## src/rtl/shift_sequencer.sv

```systemverilog
// ARM addressing-mode-1 shifter operand, computed by stepping a working register STEP bits per cycle.
// Start/busy/done handshake; result and carry_out hold from DONE until the next accepted start.
module shift_sequencer #(
    parameter int STEP = 1
) (
    input  logic        clk,
    input  logic        reset,
    input  logic        start,
    input  logic        imm_mode,
    input  logic [11:0] shifter_operand,
    input  logic [31:0] rm_value,
    input  logic [7:0]  rs_value,
    input  logic        c_in,
    output logic        busy,
    output logic        done,
    output logic [31:0] result,
    output logic        carry_out
);
    typedef enum logic [1:0] {IDLE, SHIFT, DONE} state_t;
    typedef enum logic [2:0] {SH_LSL, SH_LSR, SH_ASR, SH_ROR, SH_RRX} shift_t;

    localparam logic [5:0] STEP_W = 6'(STEP);

    state_t     state;
    shift_t     kind;
    logic [5:0] remaining;
    logic       c_lat;

    shift_t     dec_kind;
    logic [5:0] dec_count;
    logic [31:0] dec_value;
    logic [4:0] imm_amt;

    // Decode the operand into a starting value, shift kind and iteration count.
    always_comb begin
        dec_kind  = shift_t'({1'b0, shifter_operand[6:5]});
        dec_value = rm_value;
        dec_count = '0;
        imm_amt   = shifter_operand[11:7];
        if (imm_mode) begin
            dec_kind  = SH_ROR;
            dec_value = {24'b0, shifter_operand[7:0]};
            dec_count = {1'b0, shifter_operand[11:8], 1'b0};
        end else if (!shifter_operand[4]) begin
            if (imm_amt != 5'd0) begin
                dec_count = {1'b0, imm_amt};
            end else begin
                case (dec_kind)
                    SH_LSR, SH_ASR: dec_count = 6'd32;
                    SH_ROR: begin
                        dec_kind  = SH_RRX;
                        dec_count = 6'd1;
                    end
                    default: dec_count = '0;
                endcase
            end
        end else if (rs_value != 8'd0) begin
            // LSL/LSR saturate at 33 so the final step pushes the last data bit out, leaving carry 0.
            case (dec_kind)
                SH_LSL, SH_LSR: dec_count = (rs_value > 8'd33) ? 6'd33 : rs_value[5:0];
                SH_ASR:         dec_count = (rs_value > 8'd32) ? 6'd32 : rs_value[5:0];
                default:        dec_count = (rs_value[4:0] == 5'd0) ? 6'd32 : {1'b0, rs_value[4:0]};
            endcase
        end
    end

    logic [5:0]  k;
    logic [63:0] wide;
    logic [31:0] step_value;
    logic        step_carry;

    always_comb begin
        k          = (remaining < STEP_W) ? remaining : STEP_W;
        wide       = '0;
        step_value = result;
        step_carry = carry_out;
        case (kind)
            SH_LSL: begin
                wide       = {32'b0, result} << k;
                step_value = wide[31:0];
                step_carry = wide[32];
            end
            SH_LSR: begin
                wide       = {result, 32'b0} >> k;
                step_value = wide[63:32];
                step_carry = wide[31];
            end
            SH_ASR: begin
                wide       = $signed({result, 32'b0}) >>> k;
                step_value = wide[63:32];
                step_carry = wide[31];
            end
            SH_ROR: begin
                step_value = (result >> k) | (result << (6'd32 - k));
                step_carry = step_value[31];
            end
            SH_RRX: begin
                step_value = {c_lat, result[31:1]};
                step_carry = result[0];
            end
            default: ;
        endcase
    end

    always_ff @(posedge clk) begin
        if (reset) begin
            state     <= IDLE;
            kind      <= SH_LSL;
            remaining <= '0;
            c_lat     <= 1'b0;
            result    <= '0;
            carry_out <= 1'b0;
            busy      <= 1'b0;
            done      <= 1'b0;
        end else begin
            case (state)
                SHIFT: begin
                    result    <= step_value;
                    carry_out <= step_carry;
                    remaining <= remaining - k;
                    if (remaining == k) begin
                        state <= DONE;
                        busy  <= 1'b0;
                        done  <= 1'b1;
                    end
                end
                default: begin
                    // IDLE and DONE both accept a request.
                    done  <= 1'b0;
                    state <= IDLE;
                    if (start) begin
                        kind      <= dec_kind;
                        remaining <= dec_count;
                        c_lat     <= c_in;
                        result    <= dec_value;
                        carry_out <= c_in;
                        if (dec_count == 6'd0) begin
                            state <= DONE;
                            done  <= 1'b1;
                        end else begin
                            state <= SHIFT;
                            busy  <= 1'b1;
                        end
                    end
                end
            endcase
        end
    end
endmodule

```

## config.mk

```make
export PLATFORM = sky130hd
export DESIGN_NAME = shift_sequencer
export DESIGN_NICKNAME = d
export VERILOG_FILES = /design/src/rtl/shift_sequencer.sv
export SDC_FILE = /design/constraint.sdc
export NUM_CORES = 1
export LEC_CHECK = 0
export ABC_CLOCK_PERIOD_IN_PS = 6700
export BUFFER_PORTS_ARGS = -buffer_cell sky130_fd_sc_hd__buf_2
export CORE_UTILIZATION = 30
export DETAILED_ROUTE_END_ITERATION = 10
export GPL_ROUTABILITY_DRIVEN = 0
export PLACE_DENSITY = 0.48
export SKIP_LAST_GASP = 1
export SLEW_MARGIN = 40
export SYNTH_ARGS = -nofsm -noshare
export SYNTH_HDL_FRONTEND = slang
export SYNTH_SLANG_ARGS = --single-unit
```

## constraint.sdc

```tcl
create_clock -name clk -period 6.7 [get_ports clk]
set_clock_uncertainty 0.05 [all_clocks]
set_input_delay 1.34 -clock clk [delete_from_list [all_inputs] [get_ports clk]]
set_output_delay 1.34 -clock clk [all_outputs]
set_load 0.005 [all_outputs]
```

# ---- Yosys cells after proc, flatten, opt, wreduce, memory -nomap -nowiden
# Index checks and enable logic that the tools add are counted.
dict set report op_classes {
  add_sub_neg 2
  n_mul 0
  div_mod_pow 0
  n_lt_le_gt_ge 3
  eq_ne 12
  shift 5
  n_mux 35
  bitwise_logic 2
  reduce_logical 12
}
# cell count
set op_table {}
lappend op_table {{case mux 32 bit (5 select lines)} 1}
lappend op_table {{2-to-1 mux 32 bit} 3}
lappend op_table {{>> shifter 64 x 6 -> 64 bit} 1}
lappend op_table {{>>> shifter 64 x 6 -> 64 bit} 1}
lappend op_table {{2-to-1 mux 6 bit} 10}
lappend op_table {{<< shifter 32 x 6 -> 33 bit} 1}
lappend op_table {{bitwise OR 32 bit} 1}
lappend op_table {{<< shifter 32 x 6 -> 32 bit} 1}
lappend op_table {{>> shifter 32 x 6 -> 32 bit} 1}
lappend op_table {{case mux 6 bit (2 select lines)} 2}
lappend op_table {{> comparator 8 x 6 -> 1 bit (second input constant)} 2}
lappend op_table {{2-to-1 mux 3 bit} 4}
lappend op_table {{2-to-1 mux 1 bit} 10}
lappend op_table {{2-to-1 mux 2 bit} 4}
lappend op_table {{nonzero test 8 bit} 1}
lappend op_table {{== test 3 x 2 -> 1 bit (second input constant)} 2}
lappend op_table {{== test 6 bit} 1}
lappend op_table {{logical NOT 6 bit} 1}
lappend op_table {{< comparator 6 x 1 -> 1 bit (second input constant)} 1}
lappend op_table {{!= test 6 x 1 -> 1 bit (second input constant)} 1}
lappend op_table {{subtractor 6 bit} 1}
lappend op_table {{subtractor 6 bit (first input constant)} 1}
lappend op_table {{logical NOT 5 bit} 1}
lappend op_table {{case mux 1 bit (5 select lines)} 1}
lappend op_table {{other kinds (14)} 18}
dict set report word_totals {
  ff_bits 47
  latch_bits 0
  ram_bits 0
  romBits 0
  in_bits 57
  out_inout_bits 35
  memories 0
}

# ---- Logic depth before layout (Yosys ltp)
# Gate-level depths: netlist (run 1).
dict set report logic_depth {
  word_depth 10
  ltp_mapped 11
  ltp_nobuf 9
}

# ---- Worst setup path after synthesis (run 1)
# No wires, ideal clock.
dict set report synth_timing {
  kind {input -> register}
  start {input port shifter_operand[5]}
  end {register done}
  setup_time_ns 0.070
  arrival_time_ns 2.882
  required_ns 6.580
  setup_slack_ns 3.698
  cell_stages 7
  path_buffers 0
  cell_sequence {inv_1 > ha_1 > or2_2 > o311ai_0 > o211ai_1 > or4_1 > a21oi_1}
}
dict set report synth_between {
  elab_chain_len 10
  elab_cells_between_ends 16
  cone_classes {eq/ne (3); mux (9); reduce/logical (4)}
}
# element line
set synth_lines {}
lappend synth_lines {{start, declared} 10} ;# input logic [11:0] shifter_operand,
lappend synth_lines {{== test 2 bit, or another cell as far along} {48, 59}}
lappend synth_lines {{OR reduction 2 bit (on tied branches)} {48, 59}}
lappend synth_lines {{case mux 6 bit (2 select lines) (on tied branches)} {48, 59}}
lappend synth_lines {{2-to-1 mux 6 bit (on tied branches)} {45, 57}}
lappend synth_lines {{2-to-1 mux 6 bit *} 44} ;# end else if (!shifter_operand[4]) begin
lappend synth_lines {{2-to-1 mux 6 bit *} 40} ;# if (imm_mode) begin
lappend synth_lines {{logical NOT 6 bit *} 137} ;# if (dec_count == 6'd0) begin
lappend synth_lines {{2-to-1 mux 1 bit *} 137}
lappend synth_lines {{2-to-1 mux 1 bit *} 131} ;# if (start) begin
lappend synth_lines {{2-to-1 mux 1 bit *} 116} ;# case (state)
lappend synth_lines {{end signal, assigned} 114} ;# done <= 1'b0;
lappend synth_lines {{end signal, assigned} 129} ;# done <= 1'b0;
lappend synth_lines {{end signal, assigned} 139} ;# done <= 1'b1;
lappend synth_lines {{end, declared} 15} ;# output logic done,
# Every way passes the cells marked *; elsewhere a longest branch is shown, timed or not.
# A chain may end at the register's enable or synchronous reset.

# ---- Worst setup path in the final report (run 1)
dict set report layout_timing {
  start {register remaining[3]}
  end {register result[23]}
}
dict set report layout_between {
  elab_chain_len 7
  elab_cells_between_ends 11
  cone_classes {add/sub (1); order compare (1); shift (5); mux (3); bitwise (1)}
}
# element line
set layout_lines {}
lappend layout_lines {{start, declared} 26} ;# logic [5:0] remaining;
lappend layout_lines {{start signal, assigned} 120} ;# remaining <= remaining - k;
lappend layout_lines {{start signal, assigned} 133} ;# remaining <= dec_count;
lappend layout_lines {{< comparator 6 x 1 -> 1 bit} 73} ;# k = (remaining < STEP_W) ? remaining : STEP_W;
lappend layout_lines {{2-to-1 mux 6 bit *} 73}
lappend layout_lines {{subtractor 6 bit} 94} ;# step_value = (result >> k) | (result << (6'd32 - k));
lappend layout_lines {{<< shifter 32 x 6 -> 32 bit} 94}
lappend layout_lines {{bitwise OR 32 bit} 94}
lappend layout_lines {{case mux 32 bit (5 select lines) *} 77} ;# case (kind)
lappend layout_lines {{2-to-1 mux 32 bit *} 116}
lappend layout_lines {{end signal, assigned} 118} ;# result <= step_value;
lappend layout_lines {{end signal, assigned} 135} ;# result <= dec_value;
lappend layout_lines {{end, declared} 16} ;# output logic [31:0] result,
# Marks and branches as above.

==> impl_metrics.toml, run 1 <==
[status]
outcome = "finished, violations left"
violations = "DRC"

[sta]
fin_crit_ns = 3.69
rsz0062_at_grt = "false"
slew_headroom_pct = 43.0
hold_violations = 0
fin_crit_sh_pct = 55.0
worstMarginPinSlew_ns = 0.855
fmax_mhz = 271
setup_violations = 0
finalMaxSlewViolations = 0
fin_tns_setup_ns = 0

[logic_synthesis]
ys_top_cells_by_count = "70 x a21oi_1, 62 x nand2_1, 46 x dfxtp_1"
synth_area_leaders = "dfxtp_1 20%, a21oi_1 7.7%, mux4_2 6.0%, nand2_1 5.1%, mux2i_1 4.9%"
synth-seq-area-share_pct = 20.3
async_flop_share_pct = 0
post-synth-top-count-cell = "a21oi_1"
synth.avg_cell_area_sq_um = 7.57
synth_top_cell_by_area = "dfxtp_1"
ys_types = 74
yosysTopAreaCellShare_pct = 20.3
synth_area_sq_um = 4540
synth-edff-count = 0
syn_inst = 600
syn_nets = 666
ys_ff_latch = 46
synth_ff_type = "dfxtp_1"
yosysWarnings = 0

[setup_path]
cp_max_fo = 35
cp-start-kind = "register"
cp_data_arrival_time_ns = 3.82
cp_data_required_time_ns = 6.83
ff2ff_setup_slack_ns = 3.01
end_kind = "register"
path_class = "reg2reg"

[clocking]
postCtsResizedCells = 0
cts_setup_buffers = 0
clockBufferDepth = 2
clockRootBuffer = "clkbuf_16"
cts_inserted_buffers = 5
cts_sinks = 46
clk_latency_ns = 0.29
cts_tree = "yes"
clkTransAtPathRegs_ns = 0.07
h-tree-depth = 2
holdBufCountCts = 0

[flow_run]
maxCapViolations = 0

[place]
placed_area_sq_um = 5020
portBuffers = 91
dp_hpwl_mm = 12.7

[power_and_ir_drop]
p_per_area_nw_per_um2 = 243
leakagePower_nw = 2.04
max-vdd-ir-drop_mv = 0.145

[routing]
wl_met3_mm = 1.50
wl_met2_mm = 8.52
wl_met1_mm = 8.06
routedWlPerCell_microns = 22.1
drc = 10
routed_via_density = 6.33
ant_nets = 0
wl_mm = 18.4
drtPass1Iterations = 8
drt_iter0_drc = 534
top_layer_used = "met4"
via_count = 5282

[cells_and_area]
diodes = 0
synthToLayoutAreaGrowth_pct = 15.0
nFillCells = 1627
drive_above_1_share_pct = 23.4
multi_input_area_sq_um = 3310
nets = 716
final_area_sq_um = 5220
ff_latch_area_sq_um = 921

[grt]
grt_max_degree = 49
antenna_found_initial = 0
grtUsageTotal_pct = 23.4
grt-ovfl-total = 0
grt_pass1_wl_mm = 29.0
grt_pass1_vias = 5031

[floorplanning]
die_area_sq_um = 15600
die_w_microns = 125
rows = 44
coreArea_sq_um = 14600
fp.dieH_microns = 125
initial_core_util_pct = 31.0
pin_count = 92

[min_path]
hold_path_class = "reg2reg"
-- final timing paths --
check                            startpoint                      end  cells past startpoint
setup / recovery  remaining[3]$_SDFFE_PP0P_  result[23]$_SDFFE_PP0P_                      7
hold / removal            busy$_SDFFE_PP0P_        busy$_SDFFE_PP0P_                      2
setup reg to reg  remaining[3]$_SDFFE_PP0P_  result[23]$_SDFFE_PP0P_                      7
hold reg to reg           busy$_SDFFE_PP0P_        busy$_SDFFE_PP0P_                      2
-- per-layer routing --
metal / vias to the layer above / GRT usage (%)
met2: 250 / 38.1
met1: 2578 / 31.8
met3: 28 / 4.07
met5: - / 0
li1: 2426 / -
met4: 0 / 6.24
-- placed cells by master (no fill, tap or decap), types with 7 or more instances in the layout --
cell       count
a211o_1       14
a211oi_1       7
a21boi_0       7
a21oi_1       70
a2bb2oi_1      8
a31oi_1        8
buf_2         91
buf_4          8
dfxtp_1       46
ha_1           9
inv_1          9
mux2i_1       21
mux4_2        12
nand2_1       62
nand3_1       35
nand4_1       14
nor2_1        23
nor3_1        19
o211ai_1      15
o21ai_0       39
o221ai_1       8
o31ai_1       13
-- cell families after synthesis --
logic type      Yosys count  synth area share (%)
xor+xnor                  1                 0.193
compound gates          236                  35.0
simple gates            199                  22.4
fa+ha+maj                 9                  2.48
other cells               1                0.0826
mux                      40                  12.3
flops                    46                  20.3
buf+inv                  68                  7.17
-- metrics by stage --
step,total power (W),instances,hold WS [ns],util [%],worst slack [ns]
global route,0.00134,834,0.454,35.7,2.76
global placement,0.000952,825,0.402,34.2,2.91
floorplan,0.000788,600,0.386,-,3.70
detailed placement,0.000959,826,0.415,34.3,3.10
finish,0.00127,834,0.420,35.7,3.01
CTS,0.00125,833,0.425,35.4,3.09
-- registers in the layout (all words and copies together), names as in the netlist --
name / cells
result: 32
busy: 1
remaining: 6
carry_out: 1
state: 1
kind: 3
c_lat: 1
done: 1
-- final cells by class --
| cell class | instances | area share (%) |
|---|---|---|
| clock inverter | 1 | 0.575 |
| tap | 184 | 4.41 |
| clock buffer | 6 | 2.66 |
| inverter | 11 | 0.886 |
| timing repair buffer | 100 | 10.4 |
| sequential | 46 | 17.6 |
| multi-input combinational | 486 | 63.4 |
-- critical path, cell delays in order, from the launching register on --
cell and delay, ns:
dfxtp_1 0.38, nor3_4 0.50, nand2_4 0.43, inv_6 0.43
ha_1 0.50, inv_1 0.56, mux4_2 0.41, a211o_1 0.30
-- where the power goes --
group	internal (W)	total, W	switching, W
sequential	0.000307	0.000391	0.0000842
combinational	0.000229	0.000578	0.000348
clock	0.000185	0.000298	0.000113
No activity file was read; power rests on OpenSTA's default activity.
==> run 2: changes to the inputs <==
Settings changed: ABC_CLOCK_PERIOD_IN_PS 6700 to 3500.
Clock period 6.7 ns to 3.5 ns, I/O delays scaled along.
==> run 2 against run 1 <==
The run still ends with DRC left. Largest power group unchanged. Critical path type unchanged. Clock-buffer cell count grew 1. First-iteration DRC count grew 7.5%. Combinational power grew 97%. Sequential power grew 91%. Routed wire length is essentially flat. Global-route usage grew 0.20 points. Critical endpoint is now carry_out$_SDFFE_PP0P_. Final cell count grew 1.3%.
==> impl_metrics.toml, run 2 (synthesis results as in run 1) <==
[status]
outcome = "finished, violations left"
violations = "DRC"

[setup_path]
ff2ff_setup_slack_ns = 0.83
critPathSlowestCell = "a2111oi_0"
path_class = "reg2reg"
cp-endpoint = "carry_out$_SDFFE_PP0P_"
crit_start = "remaining[3]$_SDFFE_PP0P_"
cp_data_arrival_time_ns = 2.85
cp_data_required_time_ns = 3.69
r2r-start = "remaining[3]$_SDFFE_PP0P_"
critPathBufInv = 3
end_kind = "register"
cp-start-kind = "register"
max_stage_delay_ns = 0.77
cpLargestDelayFamily = "compound AO/OA/AOI/OAI gates"
cp_max_fo = 15
r2r-end = "carry_out$_SDFFE_PP0P_"
cp_num_cells = 10
worstRegToRegCells = 10
critical_path.cell_chain = "nor3_4, buf_4, nand2_4, inv_6, ha_1, buf_4, a211oi_1, a2111oi_0, a211oi_1, a21oi_1"

[place]
dp_hpwl_mm = 12.8
dp_slack_ns = 0.788
dp_cells = 837
portBuffers = 91

[sta]
slew_headroom_pct = 42.4
hold_violations = 0
worstMarginPinSlew_ns = 0.842
fin_crit_sh_pct = 76.2
fin_tns_setup_ns = 0
setup_violations = 0
worst_slack_ns = 0.832
rsz0062_at_grt = "false"
finalMaxSlewViolations = 0
fin_crit_ns = 2.67
fmax_mhz = 375

[clocking]
clkTransAtPathRegs_ns = 0.06
postCtsResizedCells = 0
h-tree-depth = 2
cts_inserted_buffers = 5
cts_setup_buffers = 0
clk_latency_ns = 0.31
clockRootBuffer = "clkbuf_16"
cts_tree = "yes"
clockBufferDepth = 2
holdBufCountCts = 0
cts_sinks = 46

[cells_and_area]
layout_top_registers = "result (32), remaining (6), kind (3)"
nets = 726
final_core_util_pct = 35.9
drive_above_1_share_pct = 24.1
diodes = 0
regMostFlops = "result"
finalNonFillerCells = 845
layout_commonest_cell = "buf_2"
largest_reg_flops = 32
synthToLayoutAreaGrowth_pct = 15.9
layout_common_cells = "91 x buf_2, 70 x a21oi_1, 62 x nand2_1"

[floorplanning]
die_w_microns = 125
initial_core_util_pct = 31.0
coreArea_sq_um = 14600
pin_count = 92
rows = 44
fp.dieH_microns = 125
die_area_sq_um = 15600

[routing]
drtPass1Iterations = 8
drt_iter0_drc = 574
ant_nets = 0
wl_mm = 18.4
drc = 10
routed_via_density = 6.27
via_count = 5295
routedWlPerCell_microns = 21.8

[power_and_ir_drop]
leakagePower_nw = 2.08
power.total_w = 0.00245
p_per_area_nw_per_um2 = 465
max-vdd-ir-drop_mv = 0.183

[grt]
antenna_found_initial = 0
grtUsageTotal_pct = 23.6
grt_pass1_vias = 4922
grt_max_degree = 48
met1_usage_pct = 32.4
met2_usage_pct = 37.7
grt_most_used_layer = "met2"
grt_pass1_wl_mm = 28.9
grt-ovfl-total = 0
use_met3_pct = 4.75

[min_path]
hold_path_class = "reg2reg"

[flow_run]
maxCapViolations = 0
run 2: worst min-delay path, stage by stage, from the launching register on:
cell     delay, ns
dfxtp_1       0.32
nand2_1       0.05
a21oi_1       0.05
run 2: metal layers:
metal | vias up | wire, microns
met5 | - | 0
met4 | 0 | 243
met3 | 18 | 1430
met2 | 252 | 8520
met1 | 2584 | 8240
li1 | 2441 | -
run 2: cell type report:
| cell class | count | area (sq um) |
|---|---|---|
| inverters | 11 | 46.3 |
| well taps | 184 | 230 |
| clock buffers | 7 | 133 |
| multi-input cells | 486 | 3300 |
| repair buffers | 110 | 598 |
| flip-flops and latches | 46 | 921 |
| clock inverters | 1 | 30.0 |
| fillers | 1588 | 9380 |
run 2: metrics by stage:
stage,hold WS [ns],instance area [sq um]
2_1_floorplan,0.386,4540
3_3_place_gp,0.408,5100
3_5_place_dp,0.415,5100
4_1_cts,0.423,5260
5_1_grt,0.441,5260
6_report,0.419,5260
run 2: worst min-delay path by stage:
stage,from,to,slack (ns),cells after the start
2_1_floorplan,c_lat$_SDFFE_PP0P_,c_lat$_SDFFE_PP0P_,0.39,2
3_3_place_gp,c_lat$_SDFFE_PP0P_,c_lat$_SDFFE_PP0P_,0.41,2
3_5_place_dp,c_lat$_SDFFE_PP0P_,c_lat$_SDFFE_PP0P_,0.41,2
4_1_cts,c_lat$_SDFFE_PP0P_,c_lat$_SDFFE_PP0P_,0.42,2
5_1_grt,busy$_SDFFE_PP0P_,busy$_SDFFE_PP0P_,0.44,2
6_report,c_lat$_SDFFE_PP0P_,c_lat$_SDFFE_PP0P_,0.42,2
run 2: where the power goes:
part | internal [W] | switching, W
Combinational | 0.000461 | 0.000676
Clock | 0.000339 | 0.000227
Sequential | 0.000588 | 0.000158
Total | 0.00139 | 0.00106
